File: config.mk
export PLATFORM = sky130hd
export DESIGN_NAME = gpio_port_pcint
export DESIGN_NICKNAME = d
export VERILOG_FILES = /design/src/rtl/gpio_pkg.sv /design/src/rtl/gpio_sync_edge.sv /design/src/rtl/gpio_port_pcint.sv
export SDC_FILE = /design/constraint.sdc
export NUM_CORES = 1
export LEC_CHECK = 0
export ABC_AREA = 0
export CAP_MARGIN = 20
export CORE_MARGIN = 2
export CORE_UTILIZATION = 50
export DETAILED_ROUTE_END_ITERATION = 10
export PLACE_DENSITY_LB_ADDON = 0.2
export SYNTH_ARGS = -nofsm -noshare
export SYNTH_HDL_FRONTEND = slang
export SYNTH_SLANG_ARGS = --single-unit
File: constraint.sdc
create_clock -name cp2 -period 1.9 [get_ports cp2]
set_input_delay 0.285 -clock cp2 [delete_from_list [all_inputs] [get_ports cp2]]
set_output_delay 0.285 -clock cp2 [all_outputs]
set_load 0.02 [all_outputs]
File: src/rtl/gpio_pkg.sv
// Shared definitions for the pin-change-interrupt GPIO port.
//   impl_mask()    : 8-bit mask with the low 'width' bits set (implemented port bits)
//   PCIE_BIT/PCIF_BIT : bit positions inside the PCCTL control/status register
//   *_ADDR_DEF     : default I/O addresses of the six port registers
package gpio_pkg;

    localparam int PCIE_BIT = 0;
    localparam int PCIF_BIT = 1;

    localparam logic [5:0] PINX_ADDR_DEF  = 6'h03;
    localparam logic [5:0] DDRX_ADDR_DEF  = 6'h04;
    localparam logic [5:0] PORTX_ADDR_DEF = 6'h05;
    localparam logic [5:0] PCMSK_ADDR_DEF = 6'h06;
    localparam logic [5:0] PCCTL_ADDR_DEF = 6'h07;
    localparam logic [5:0] PCCHG_ADDR_DEF = 6'h08;

    // Mask of the implemented bits for a port of the given width (1..8).
    function automatic logic [7:0] impl_mask(input int width);
        logic [7:0] m;
        m = 8'h00;
        for (int i = 0; i < 8; i++) begin
            if (i < width) begin
                m[i] = 1'b1;
            end else begin
                m[i] = 1'b0;
            end
        end
        return m;
    endfunction

endpackage

File: src/rtl/gpio_sync_edge.sv
// Pad-input synchroniser with change detection and post-reset warm-up.
//   clk       : system clock (rising edge)
//   ireset    : synchronous active-high reset
//   pin_async : asynchronous pad inputs
//   sync_s    : synchronised pin values (last stage of the chain)
//   chg_raw_s : bits whose synchronised value differs from the previous cycle
//   warm_s    : high once the chain has been filled with real pad data, so
//               the reset-to-pad-level transition is not mistaken for a change
module gpio_sync_edge
    import gpio_pkg::*;
#(
    parameter int port_width  = 8,
    parameter int SYNC_STAGES = 2
) (
    input  logic                  clk,
    input  logic                  ireset,
    input  logic [port_width-1:0] pin_async,
    output logic [port_width-1:0] sync_s,
    output logic [port_width-1:0] chg_raw_s,
    output logic                  warm_s
);

    localparam int              CNT_W    = $clog2(SYNC_STAGES + 2);
    localparam logic [CNT_W-1:0] WARM_MAX = CNT_W'(SYNC_STAGES + 1);

    logic [port_width-1:0] sync_chain_r [SYNC_STAGES];
    logic [port_width-1:0] prev_r;
    logic [CNT_W-1:0]      warm_cnt_r;

    // Synchroniser chain, previous-value register and saturating warm-up counter.
    always_ff @(posedge clk) begin
        if (ireset) begin
            for (int i = 0; i < SYNC_STAGES; i++) begin
                sync_chain_r[i] <= '0;
            end
            prev_r     <= '0;
            warm_cnt_r <= '0;
        end else begin
            sync_chain_r[0] <= pin_async;
            for (int i = 1; i < SYNC_STAGES; i++) begin
                sync_chain_r[i] <= sync_chain_r[i-1];
            end
            prev_r <= sync_chain_r[SYNC_STAGES-1];
            if (warm_cnt_r != WARM_MAX) begin
                warm_cnt_r <= warm_cnt_r + 1'b1;
            end else begin
                warm_cnt_r <= warm_cnt_r;
            end
        end
    end

    assign sync_s    = sync_chain_r[SYNC_STAGES-1];
    assign chg_raw_s = sync_chain_r[SYNC_STAGES-1] ^ prev_r;
    assign warm_s    = (warm_cnt_r == WARM_MAX);

endmodule

File: src/rtl/gpio_port_pcint.sv
// GPIO port (PINx/DDRx/PORTx) with pin-change interrupt on the 6-bit I/O bus.
//   cp2       : system clock          ireset  : synchronous active-high reset
//   IO_Addr   : I/O address           iore/iowe : read / write strobes
//   dbus_in   : write data            dbus_out : read data (combinational)
//   out_en    : read hit (combinational)
//   portx/ddrx: PORTx / DDRx registers
//   pinx      : asynchronous pad inputs
//   irq       : level interrupt request (PCIF & PCIE)
//   irq_ack   : one-cycle acknowledge, clears PCIF and the capture register
module gpio_port_pcint
    import gpio_pkg::*;
#(
    parameter logic [5:0] PINx_Address  = PINX_ADDR_DEF,
    parameter logic [5:0] DDRx_Address  = DDRX_ADDR_DEF,
    parameter logic [5:0] PORTx_Address = PORTX_ADDR_DEF,
    parameter logic [5:0] PCMSK_Address = PCMSK_ADDR_DEF,
    parameter logic [5:0] PCCTL_Address = PCCTL_ADDR_DEF,
    parameter logic [5:0] PCCHG_Address = PCCHG_ADDR_DEF,
    parameter int         port_width    = 8,
    parameter int         SYNC_STAGES   = 2,
    parameter logic [7:0] RST_PORT      = 8'h00,
    parameter logic [7:0] RST_DDR       = 8'h00
) (
    input  logic                  cp2,
    input  logic                  ireset,
    input  logic [5:0]            IO_Addr,
    input  logic                  iore,
    input  logic                  iowe,
    input  logic [7:0]            dbus_in,
    output logic [7:0]            dbus_out,
    output logic                  out_en,
    output logic [port_width-1:0] portx,
    output logic [port_width-1:0] ddrx,
    input  logic [port_width-1:0] pinx,
    output logic                  irq,
    input  logic                  irq_ack
);

    localparam logic [7:0]            IMPL_MASK  = impl_mask(port_width);
    localparam logic [7:0]            RST_PORT_8 = RST_PORT & IMPL_MASK;
    localparam logic [7:0]            RST_DDR_8  = RST_DDR & IMPL_MASK;
    localparam logic [port_width-1:0] RST_PORT_M = RST_PORT_8[port_width-1:0];
    localparam logic [port_width-1:0] RST_DDR_M  = RST_DDR_8[port_width-1:0];

    logic [port_width-1:0] port_r;
    logic [port_width-1:0] ddr_r;
    logic [port_width-1:0] pcmsk_r;
    logic [port_width-1:0] pcchg_r;
    logic                  pcie_r;
    logic                  pcif_r;

    logic [7:0]            wr_data8_s;
    logic [port_width-1:0] wr_data_s;
    logic                  wr_pin_s;
    logic                  wr_ddr_s;
    logic                  wr_port_s;
    logic                  wr_pcmsk_s;
    logic                  wr_pcctl_s;

    logic [port_width-1:0] sync_s;
    logic [port_width-1:0] chg_raw_s;
    logic                  warm_s;
    logic [port_width-1:0] chg_s;
    logic                  event_s;
    logic                  clear_s;
    logic                  pcif_nxt_s;
    logic [port_width-1:0] pcchg_nxt_s;

    logic [7:0]            rd_data_s;
    logic                  rd_hit_s;

    gpio_sync_edge #(
        .port_width  (port_width),
        .SYNC_STAGES (SYNC_STAGES)
    ) u_sync_edge (
        .clk       (cp2),
        .ireset    (ireset),
        .pin_async (pinx),
        .sync_s    (sync_s),
        .chg_raw_s (chg_raw_s),
        .warm_s    (warm_s)
    );

    assign wr_data8_s = dbus_in & IMPL_MASK;
    assign wr_data_s  = wr_data8_s[port_width-1:0];
    assign wr_pin_s   = iowe && (IO_Addr == PINx_Address);
    assign wr_ddr_s   = iowe && (IO_Addr == DDRx_Address);
    assign wr_port_s  = iowe && (IO_Addr == PORTx_Address);
    assign wr_pcmsk_s = iowe && (IO_Addr == PCMSK_Address);
    assign wr_pcctl_s = iowe && (IO_Addr == PCCTL_Address);

    // A mask change alters chg_s only through the AND; it never creates a
    // transition in chg_raw_s, so it cannot raise an event by itself.
    assign chg_s   = chg_raw_s & pcmsk_r;
    assign event_s = warm_s && (|chg_s);
    assign clear_s = (wr_pcctl_s && dbus_in[PCIF_BIT]) || irq_ack;

    // Flag/capture next state: a new event beats a simultaneous clear, and in
    // that case the capture holds only the bits that changed this cycle.
    always_comb begin
        pcif_nxt_s  = pcif_r;
        pcchg_nxt_s = pcchg_r;
        if (event_s) begin
            pcif_nxt_s = 1'b1;
            if (clear_s) begin
                pcchg_nxt_s = chg_s;
            end else begin
                pcchg_nxt_s = pcchg_r | chg_s;
            end
        end else if (clear_s) begin
            pcif_nxt_s  = 1'b0;
            pcchg_nxt_s = '0;
        end else begin
            pcif_nxt_s  = pcif_r;
            pcchg_nxt_s = pcchg_r;
        end
    end

    // Port data/direction registers; a PINx write toggles the selected PORTx bits.
    always_ff @(posedge cp2) begin
        if (ireset) begin
            port_r <= RST_PORT_M;
            ddr_r  <= RST_DDR_M;
        end else begin
            if (wr_port_s) begin
                port_r <= wr_data_s;
            end else if (wr_pin_s) begin
                port_r <= port_r ^ wr_data_s;
            end else begin
                port_r <= port_r;
            end
            if (wr_ddr_s) begin
                ddr_r <= wr_data_s;
            end else begin
                ddr_r <= ddr_r;
            end
        end
    end

    // Pin-change mask, enable, flag and capture registers.
    always_ff @(posedge cp2) begin
        if (ireset) begin
            pcmsk_r <= '0;
            pcie_r  <= 1'b0;
            pcif_r  <= 1'b0;
            pcchg_r <= '0;
        end else begin
            if (wr_pcmsk_s) begin
                pcmsk_r <= wr_data_s;
            end else begin
                pcmsk_r <= pcmsk_r;
            end
            if (wr_pcctl_s) begin
                pcie_r <= dbus_in[PCIE_BIT];
            end else begin
                pcie_r <= pcie_r;
            end
            pcif_r  <= pcif_nxt_s;
            pcchg_r <= pcchg_nxt_s;
        end
    end

    // Read mux; narrower registers are zero-extended to the 8-bit bus.
    always_comb begin
        rd_data_s = 8'h00;
        rd_hit_s  = 1'b0;
        case (IO_Addr)
            PINx_Address: begin
                rd_data_s = 8'(sync_s);
                rd_hit_s  = 1'b1;
            end
            DDRx_Address: begin
                rd_data_s = 8'(ddr_r);
                rd_hit_s  = 1'b1;
            end
            PORTx_Address: begin
                rd_data_s = 8'(port_r);
                rd_hit_s  = 1'b1;
            end
            PCMSK_Address: begin
                rd_data_s = 8'(pcmsk_r);
                rd_hit_s  = 1'b1;
            end
            PCCTL_Address: begin
                rd_data_s = {6'b000000, pcif_r, pcie_r};
                rd_hit_s  = 1'b1;
            end
            PCCHG_Address: begin
                rd_data_s = 8'(pcchg_r);
                rd_hit_s  = 1'b1;
            end
            default: begin
                rd_data_s = 8'h00;
                rd_hit_s  = 1'b0;
            end
        endcase
    end

    assign dbus_out = rd_data_s;
    assign out_en   = rd_hit_s && iore;
    assign portx    = port_r;
    assign ddrx     = ddr_r;
    assign irq      = pcif_r && pcie_r;

endmodule

==> reports/summary.md <==
The run finished, with violations left. The checks that failed: setup timing. For this run, design rule violations remaining after detail routing come to 0. The shortest clock period the worst path allows after layout is 1.95 ns. For the count of nets left with antenna violations after detail routing, the log shows 0. For this run, the share of the core covered by cells in the final layout is 80.4%. The share of the synthesized area in compound gates (AO/OA/AOI/OAI) is 10.4%, and the switching part of the total is 22.1%.

The dominant combinational cell family by area after synthesis was simple AND/OR/NAND/NOR gates. At the pin with the least slew margin, the transition time is 0.383 ns. For the net count of the finished layout, the log shows 380.

Counting flops with an async set or reset pin after synthesis yields a share of 0%. The logs give 0 for the number of synthesis warnings and 53 for the number of placed I/O pins. The number of buffers inserted by port buffering was 52; the maximum fanout along the worst path was 2. The run gives 3 as the number of H-tree levels. Of the total power, registers draw 44.8%.

The logs give 291 for the net count after synthesis and 9.8% for the proportion of power drawn by combinational gates. The die covers 0.00566 mm². For this design the static power due to leakage is 0.00164 µW. Fill cells in the final layout number 314.

The maximum clock frequency was 0.512 GHz. The synthesized netlist devotes 21.4% of its cell area to simple gates. The worst setup path is launched from a flop.

The multi-input combinational cell area is 0.00146 mm², and the arithmetic-cell share of the synthesized area counting full adders, half adders and majority gates is 0.493%. The share of post-route cells with drive strength above 1 came out at 27.0%. Measured against its own limit, the worst slew margin works out to 74.4%. The worst setup path is of the reg2out kind. The part of the cycle the worst path needs is 103%, and the area share of the largest cell type after synthesis is 47.3%. STA classifies the critical path endpoint as an output port.

Counting flops and latches in the post-synthesis netlist gives 60. The library cell used most frequently in the layout, excluding fill and tap cells, is sky130_fd_sc_hd__dfxtp_1. By area the synthesized netlist is led by sky130_fd_sc_hd__dfxtp_1, sky130_fd_sc_hd__mux2i_1, sky130_fd_sc_hd__nor2b_1, sky130_fd_sc_hd__nor2_1, sky130_fd_sc_hd__xor2_1.

The via count of the first global-routing pass was 2345; the post-synthesis sequential area ratio was 47.3%. In the layout the commonest cells are sky130_fd_sc_hd__dfxtp_1, sky130_fd_sc_hd__clkdlybuf4s50_1, sky130_fd_sc_hd__buf_4. The type of the worst min-delay path is in2reg. The signal arrival time at the worst endpoint was 1.67 ns. The global route total overflow was 0. Entering global routing, the biggest net connects 21 pins. Setup violations remaining at the end of the flow were counted as 2. For the final setup skew, the log shows 0.00662 ns. The worst hold path was traced through 2 stages. For the number of antenna cells inserted, the log shows 0. Across the run, the number of max-cap violations was 0.

Dividing the detail-routed via count by the number of cells gives 5.60. Measured along the x axis, the die boundary spans 75.3 µm. After clock tree synthesis, the clock-pin slew on the worst setup and hold paths is 0.07 ns. The root buffer cell chosen for the clock tree is sky130_fd_sc_hd__clkbuf_8.

The mux contribution to synthesized area works out to 11.2%. The aggregate negative setup slack is -0.0914 ns, and the final cell area excluding filler cells is 0.00387 mm². The run gives 0.561 mV as the highest ir drop seen on vdd.

For this run, the total global-route usage over all layers was measured as 27.7%. At the later pin of the worst-skew pair, clock insertion delay measures 0.33 ns. The floorplan has 25 rows. The distinct cell type count after synthesis is 34, and the total design power is 2920 µW.

The total length of routed wires is 7190 µm, and the number of design-rule violations left by the first detailed-router iteration is 186. The run gives 4520 µm as the post-DP HPWL. Counting the buffers created by CTS gives 9. Starting density of the core: 52.7%. Routability-driven placement finished with a final weighted congestion of 0.836.

The largest total area in the synthesized netlist belongs to sky130_fd_sc_hd__dfxtp_1. Per report_power, the clock group accounts for 45.4% of the total. The core region is 0.00482 mm².

Of the total synthesized cell area, the portion taken by XOR and XNOR cells is 6.21%. For the via total after detailed routing, the log shows 2368. The number of max-slew violations in the final report is 0, and the number of enable flip-flop cells after synthesis is 0. The total standard cell area after synthesis was 0.00254 mm²; the wire length per cell after detailed routing was 17.0 µm.

The area growth from synthesis to layout is 52.6%. The first global-routing pass estimated 11300 µm of wire. The die span in y is 75.3 µm, and the number of buffers on the longest clock path is 2. Summed over all nets, the switching power comes to 645 µW.

TritonCTS built the clock tree. The setup slack after layout came out at -0.0541 ns. The tools report the synthesized instance count as 263. Setup repair after global routing could not meet its margin everywhere.

Registers take 0.00120 mm². For this design, the CTS-stage hold fixing added 0 buffers. Dividing total power by cell area gives a power density of 755 mW/mm². The path depth of the worst reg2reg path was 4. Placed standard-cell area: 0.00336 mm².

At the worst endpoint, the required time is 1.62 ns. The first detailed-routing pass ran for 6 iterations. The clock net in this run drives a total of 60 sinks. For the final number of hold-violating endpoints, the log shows 0.

For this run, the leading register cell type out of synthesis is sky130_fd_sc_hd__dfxtp_1. The internal portion of the total power is 2280 µW. Dividing the synthesized area by the synthesized cell count gives 9.65 µm². The number of antenna violations at the first check in global routing is 0.
==> final cells by class <==
| cell class | instances | share of cell area (%) |
|---|---|---|
| sequential | 60 | 31.1 |
| clock inverter | 3 | 1.78 |
| tap | 67 | 2.16 |
| multi-input combinational | 187 | 37.6 |
| clock buffer | 12 | 4.26 |
| timing repair buffer | 94 | 23.1 |
==> Yosys cell counts (2+ instances only) <==
| cell | number |
|---|---|
| sky130_fd_sc_hd__and2_1 | 3 |
| sky130_fd_sc_hd__clkbuf_1 | 7 |
| sky130_fd_sc_hd__nand4_1 | 10 |
| sky130_fd_sc_hd__buf_2 | 5 |
| sky130_fd_sc_hd__nor2_1 | 36 |
| sky130_fd_sc_hd__buf_1 | 3 |
| sky130_fd_sc_hd__dfxtp_1 | 60 |
| sky130_fd_sc_hd__o21ai_0 | 14 |
| sky130_fd_sc_hd__nand2_1 | 17 |
| sky130_fd_sc_hd__o21ai_1 | 4 |
| sky130_fd_sc_hd__xnor2_1 | 8 |
| sky130_fd_sc_hd__nand3b_1 | 2 |
| sky130_fd_sc_hd__a221o_1 | 8 |
| sky130_fd_sc_hd__a2bb2oi_1 | 6 |
| sky130_fd_sc_hd__xor2_1 | 10 |
| sky130_fd_sc_hd__nor2b_1 | 25 |
| sky130_fd_sc_hd__a22oi_1 | 4 |
| sky130_fd_sc_hd__mux2i_1 | 24 |
| sky130_fd_sc_hd__mux4_2 | 2 |
==> kinds of logic (layout without fill, tap and decap cells) <==
| logic type | count (synthesis) | after routing |
|---|---|---|
| compound gates | 38 | 38 |
| xor+xnor | 18 | 18 |
| fa+ha+maj | 1 | 1 |
| buf+inv | 16 | 109 |
| flops | 60 | 60 |
| mux | 26 | 26 |
| simple gates | 104 | 104 |
==> critical path, cell delays in order (launching register included) <==
cell and delay [ns]:
sky130_fd_sc_hd__dfxtp_2 0.32, sky130_fd_sc_hd__mux4_2 0.46, sky130_fd_sc_hd__and2_4 0.15, sky130_fd_sc_hd__a221o_1 0.27, sky130_fd_sc_hd__buf_6 0.14
==> power groups by stage <==
| stage | logic (µW) | clock network (µW) | registers, µW |
|---|---|---|---|
| after global routing | 306 | 1390 | 1310 |
| after floorplan | 115 | 0 | 1330 |
| after CTS | 277 | 1340 | 1310 |
| after global placement | 238 | 0 | 1340 |
| final | 287 | 1330 | 1310 |
| after detailed placement | 244 | 0 | 1340 |
==> stage by stage <==
stage,worst slack (ns),hold WS (ns),instances
after floorplan,0.127,0.413,263
after global placement,-0.729,0.420,404
after detailed placement,-0.768,0.429,404
after CTS,-0.0618,0.326,421
after global routing,-0.0910,0.348,423
final,-0.0541,0.334,423
==> registers in the layout (all words and copies together), names as in the netlist <==
register / cells
u_sync_edge.prev_r: 8
u_sync_edge.sync_chain_r: 16
ddrx: 8
pcchg_r: 8
pcmsk_r: 8
pcif_r: 1
pcie_r: 1
portx: 8
u_sync_edge.warm_cnt_r: 2
==> final timing paths <==
check	startpoint	end	slack, ns
worst max-delay path	pcif_r	dbus_out[1]	-0.05
worst min-delay path	ireset	pcmsk_r[4]	0.33
worst max register to register	u_sync_edge.prev_r[7]	pcif_r	0.71
worst min register to register	u_sync_edge.sync_chain_r[0][5]	u_sync_edge.sync_chain_r[0][13]	0.44
==> routing by layer <==
layer / vias to the layer above / wire, µm / share of wire [%] / track usage, %
li1: 1098 / - / - / -
met5: - / 0 / 0 / 0
met4: 0 / 169 / 2.4 / 12.3
met3: 17 / 446 / 6.2 / 5.09
met1: 1138 / 2810 / 39 / 32.6
met2: 115 / 3760 / 52 / 49.2
==> timing repair <==
action / 4_1_cts / 5_1_grt
gates cloned: 1 / 0
setup buffers: 1 / 2
endpoints found under the setup margin: 10 / 8
gates resized for setup: 99 / 11
pin swaps: 8 / 5
No activity file was read; power rests on OpenSTA's default activity.
